$ cat src/rtl/param_up_down_counter.sv
// Parametrised up/down counter with wrap/saturate overflow handling, variable step,
// enable prescaler, registered terminal-count pulse and sticky overflow flag.
module param_up_down_counter #(
   parameter int unsigned WIDTH      = 8,
   parameter int unsigned MAX_VALUE  = 2**WIDTH - 1,
   parameter int unsigned PRESCALE_W = 4
) (
   input  logic                  clk,
   input  logic                  rst_n,
   input  logic                  en,
   input  logic                  up,
   input  logic                  sat_mode,
   input  logic [WIDTH-1:0]      step,
   input  logic [PRESCALE_W-1:0] div,
   input  logic                  load,
   input  logic [WIDTH-1:0]      load_value,
   output logic [WIDTH-1:0]      count,
   output logic                  tc,
   output logic                  ovf,
   output logic                  at_max,
   output logic                  at_min
);

   localparam logic [WIDTH-1:0] MaxV = WIDTH'(MAX_VALUE);
   localparam logic [WIDTH:0]   ModV = (WIDTH+1)'(MAX_VALUE + 1);

   logic [WIDTH-1:0]      count_q, count_d;
   logic [PRESCALE_W-1:0] pcnt_q, pcnt_d;
   logic                  tc_q, tc_d;
   logic                  ovf_q, ovf_d;

   logic [WIDTH-1:0] step_c;
   logic [WIDTH:0]   sum;
   logic             tick;
   logic             event_hit;

   always_comb begin
      step_c    = (step > MaxV) ? MaxV : step;
      sum       = {1'b0, count_q} + {1'b0, step_c};
      tick      = en && (pcnt_q == div);
      event_hit = 1'b0;
      count_d   = count_q;
      pcnt_d    = pcnt_q;
      tc_d      = 1'b0;
      ovf_d     = ovf_q;

      if (load) begin
         count_d = (load_value > MaxV) ? MaxV : load_value;
         pcnt_d  = '0;
         ovf_d   = 1'b0;
      end else if (en) begin
         // pcnt above div simply runs through the natural wrap; no early tick
         pcnt_d = tick ? '0 : pcnt_q + 1'b1;
         if (tick) begin
            if (up) begin
               if (sum <= {1'b0, MaxV}) begin
                  count_d = sum[WIDTH-1:0];
               end else begin
                  event_hit = 1'b1;
                  count_d   = sat_mode ? MaxV : WIDTH'(sum - ModV);
               end
            end else begin
               if (step_c <= count_q) begin
                  count_d = count_q - step_c;
               end else begin
                  event_hit = 1'b1;
                  count_d   = sat_mode ? '0 : WIDTH'({1'b0, count_q} + ModV - {1'b0, step_c});
               end
            end
         end
         tc_d  = event_hit;
         ovf_d = ovf_q | event_hit;
      end
   end

   always_ff @(posedge clk) begin
      if (!rst_n) begin
         count_q <= '0;
         pcnt_q  <= '0;
         tc_q    <= 1'b0;
         ovf_q   <= 1'b0;
      end else begin
         count_q <= count_d;
         pcnt_q  <= pcnt_d;
         tc_q    <= tc_d;
         ovf_q   <= ovf_d;
      end
   end

   assign count  = count_q;
   assign tc     = tc_q;
   assign ovf    = ovf_q;
   assign at_max = (count_q == MaxV);
   assign at_min = (count_q == '0);

endmodule

$ cat config.mk
export PLATFORM = sky130hd
export DESIGN_NAME = param_up_down_counter
export DESIGN_NICKNAME = d
export VERILOG_FILES = /design/src/rtl/param_up_down_counter.sv
export SDC_FILE = /design/constraint.sdc
export NUM_CORES = 1
export LEC_CHECK = 0
export CORE_ASPECT_RATIO = 0.5
export CORE_MARGIN = 1
export CORE_UTILIZATION = 60
export DETAILED_ROUTE_END_ITERATION = 6
export DONT_BUFFER_PORTS = 1
export GPL_TIMING_DRIVEN = 0
export PLACE_DENSITY = 0.85
export SLEW_MARGIN = 20
export SYNTH_ARGS = -nofsm -noshare
export SYNTH_HDL_FRONTEND = slang
export SYNTH_SLANG_ARGS = --single-unit
$ cat constraint.sdc
create_clock -name clk -period 2.89 [get_ports clk]
set_clock_uncertainty 0.2 [all_clocks]
set_input_delay 0.7225 -clock clk [delete_from_list [all_inputs] [get_ports clk]]
set_output_delay 0.7225 -clock clk [all_outputs]
set_load 0.02 [all_outputs]
==> run_results.csv <==
group,metric,value,unit
power,power,640.6,uW
finish,fin_util,71.69,%
placement,dpl.cell_count,243,
grt,grt_max_degree,11,
yosys,synthTopCellsByArea,"dfxtp_1, ha_1, nor2_1",
detailed_routing,wl_met2,1772,um
yosys,yosysTopAreaCell,"dfxtp_1",
detailed_routing,vias_per_cell,6.417,
yosys,synth_top_cell_area_share,17.82,%
detailed_routing,avgRoutedWirePerCell,16.83,um
status,status,"finished clean",
placement,port_buffers,0,
yosys,synth_most_common_cell,"nor2_1",
clocking,clk_path_buf_depth,2,
yosys,synthArstFlopShare,0,%
timing,min_period,2.752,ns
clocking,tritoncts,"built",
yosys,ys_top_cells_by_count,"nor2_1, ha_1, inv_1, dfxtp_1, nand2_1",
timing,period_share,95.24,%
timing,final_hold_viol_count,0,
detailed_routing,drc,0,
detailed_routing,vias,1585,
floorplanning,die_x,74.41,um
detailed_routing,first_pass_iters,4,
yosys,synthesis.nets,253,
clocking,root_buffer,"clkbuf_8",
floorplanning,rows,12,
clocking,h-tree-depth,1,
clocking,post_cts_buffers,0,
timing,setup_tns,0,ns
clocking,cts.clk_slew.worst_paths,0.06,ns
detailed_routing,final_antenna_net_count,0,
yosys,synth_seq_area_share,17.82,%
floorplanning,ios,38,
yosys,ys_ff_latch,14,
finish,areaGrowthSynthToFinish,6.762,%
worst_setup_path,worstPathMaxFanout,9,
detailed_routing,drt_wl_total,4156,um
detailed_routing,first_iter_violations,114,
grt,grt_pass1_vias,1332,
timing,relSlewSlack,67.99,%
power,p_per_area,381.5,nW/um^2
worst_setup_path,cp-start-kind,"input pin",
clocking,clock-sinks,14,
placement,place_congestion,0.9022,
finish,n_fill_cell,207,
detailed_routing,routed.top_layer,"met4",
grt,overflow,0,
worst_setup_path,worst_ep_required_time,2.81,ns
detailed_routing,wl_met3,456,um
power,p_leak,0.7397,nW
floorplanning,start_util,67.15,%
clocking,clkLatencyLatePin,0.24,ns
worst_setup_path,cp.arrival,2.67,ns
finish,antenna_cells,0,
yosys,syn_inst,208,
timing,tightest_slew,0.4802,ns
grt,grt_pass1_wl,6244,um
finish,fin_nets,258,
floorplanning,core_area,2342,sq um
power,vdd_drop_max,0.0001722,V
placement,dpl_cell_area,1617,sq um
finish,stdcell_count,247,
finish,fin_area,1679,sq um
timing,drv_slew,0,
grt,grt_antenna_before_repair,0,
clocking,ctsHoldBuffers,0,
worst_hold_path,hold_path_class,"flop to flop",
yosys,synth_area,1573,sq um
floorplanning,die-area,2843,sq um
yosys,yosysWarnings,0,
worst_setup_path,crit_type,"input pin to flop",
grt,grt_usage,29.85,%
timing,fmax,363.3,MHz
yosys,synth_edf_count,0,
floorplanning,die_h,38.21,um
job,cap_violations,0,
timing,timing.final.setup_violations,0,
yosys,synth_cell_types,47,
worst_setup_path,cp-end-kind,"flop",
placement,place_hpwl,3255,um
yosys,ys.flop_type,"dfxtp_1",
timing,grt_setup_unrepaired,"false",
yosys,syn_avg_cell_area,7.561,sq um
clocking,cts_inserted_buffers,3,
finish,drive_gt1_share,8.962,%
detailed_routing,wl_met1,1894,um
cell type report:
type / instances / area (sq um) / area share [%]
plain buffers: 10 / 42.54 / 2.534
well taps: 35 / 43.79 / 2.608
inverters: 16 / 60.06 / 3.577
flip-flops and latches: 14 / 284.0 / 16.92
multi-input cells: 168 / 1194 / 71.09
clock buffers: 4 / 55.05 / 3.279
state kept, by name, summed over array words and instances, names as in the netlist:
signal / count
pcnt_q: 4
tc: 1
count: 8
ovf: 1
worst max-delay path, stage by stage:
cell,delay [ns]
inv_1,0.02
ha_1,0.27
buf_2,0.19
o21ai_0,0.29
a21oi_2,0.08
o21ba_2,0.24
o31a_1,0.37
a221oi_1,0.36
o21ai_0,0.12
routing by layer:
metal / vias up / global-route usage [%]
li1: 761 / -
met3: 6 / 3.947
met5: - / 0
met4: 0 / 8.019
met1: 743 / 43.53
met2: 75 / 45.95
path summary, 6_finish.rpt:
check | cells past startpoint | from | slack [ns] | end
worst max-delay path | 9 | step[3] | 0.14 | count[3]$_SDFFE_PN0P_
worst min-delay path | 2 | pcnt_q[1]$_SDFFE_PP0P_ | 0.33 | pcnt_q[1]$_SDFFE_PP0P_
worst max register to register | 7 | count[2]$_SDFFE_PN0P_ | 0.16 | count[6]$_SDFFE_PN0P_
worst min register to register | 2 | pcnt_q[1]$_SDFFE_PP0P_ | 0.33 | pcnt_q[1]$_SDFFE_PP0P_
report_power, final:
part / total (mW) / internal (mW) / switching, mW / leakage [nW]
clock network: 0.190 / 0.121 / 0.0698 / 0.0288
logic: 0.220 / 0.0903 / 0.129 / 0.595
registers: 0.231 / 0.203 / 0.0279 / 0.116
stage by stage:
stage | setup WS [ns] | hold slack, ns
finish | 0.1376 | 0.3261
global route | 0.02285 | 0.3496
CTS | 0.04964 | 0.3241
detailed placement | -0.04416 | 0.3095
global placement | -0.03762 | 0.3069
floorplan | 0.2298 | 0.2869
cells by family after synthesis:
| logic type | after synthesis | share of synthesized area (%) |
|---|---|---|
| simple gates | 85 | 28.48 |
| compound gates | 50 | 23.07 |
| buf+inv | 26 | 6.524 |
| fa+ha+maj | 19 | 16.07 |
| flops | 14 | 17.82 |
| xor+xnor | 11 | 6.126 |
| mux | 3 | 1.909 |
repair_timing:
action,4_1_cts,5_1_grt
endpoints found under the setup margin,0,7
gates resized for setup,0,4
endpoints found under the hold margin,0,0
cells in the final DEF, fill, tap and decap left out, types with 8 or more instances in the layout:
master     n
nand2_1   14
xor2_1     8
dfxtp_1   11
ha_1      17
o21ai_0   11
inv_1     16
nand2b_1  13
nor2_1    22
nand3_1   10
(Power assumes the default switching activity.)
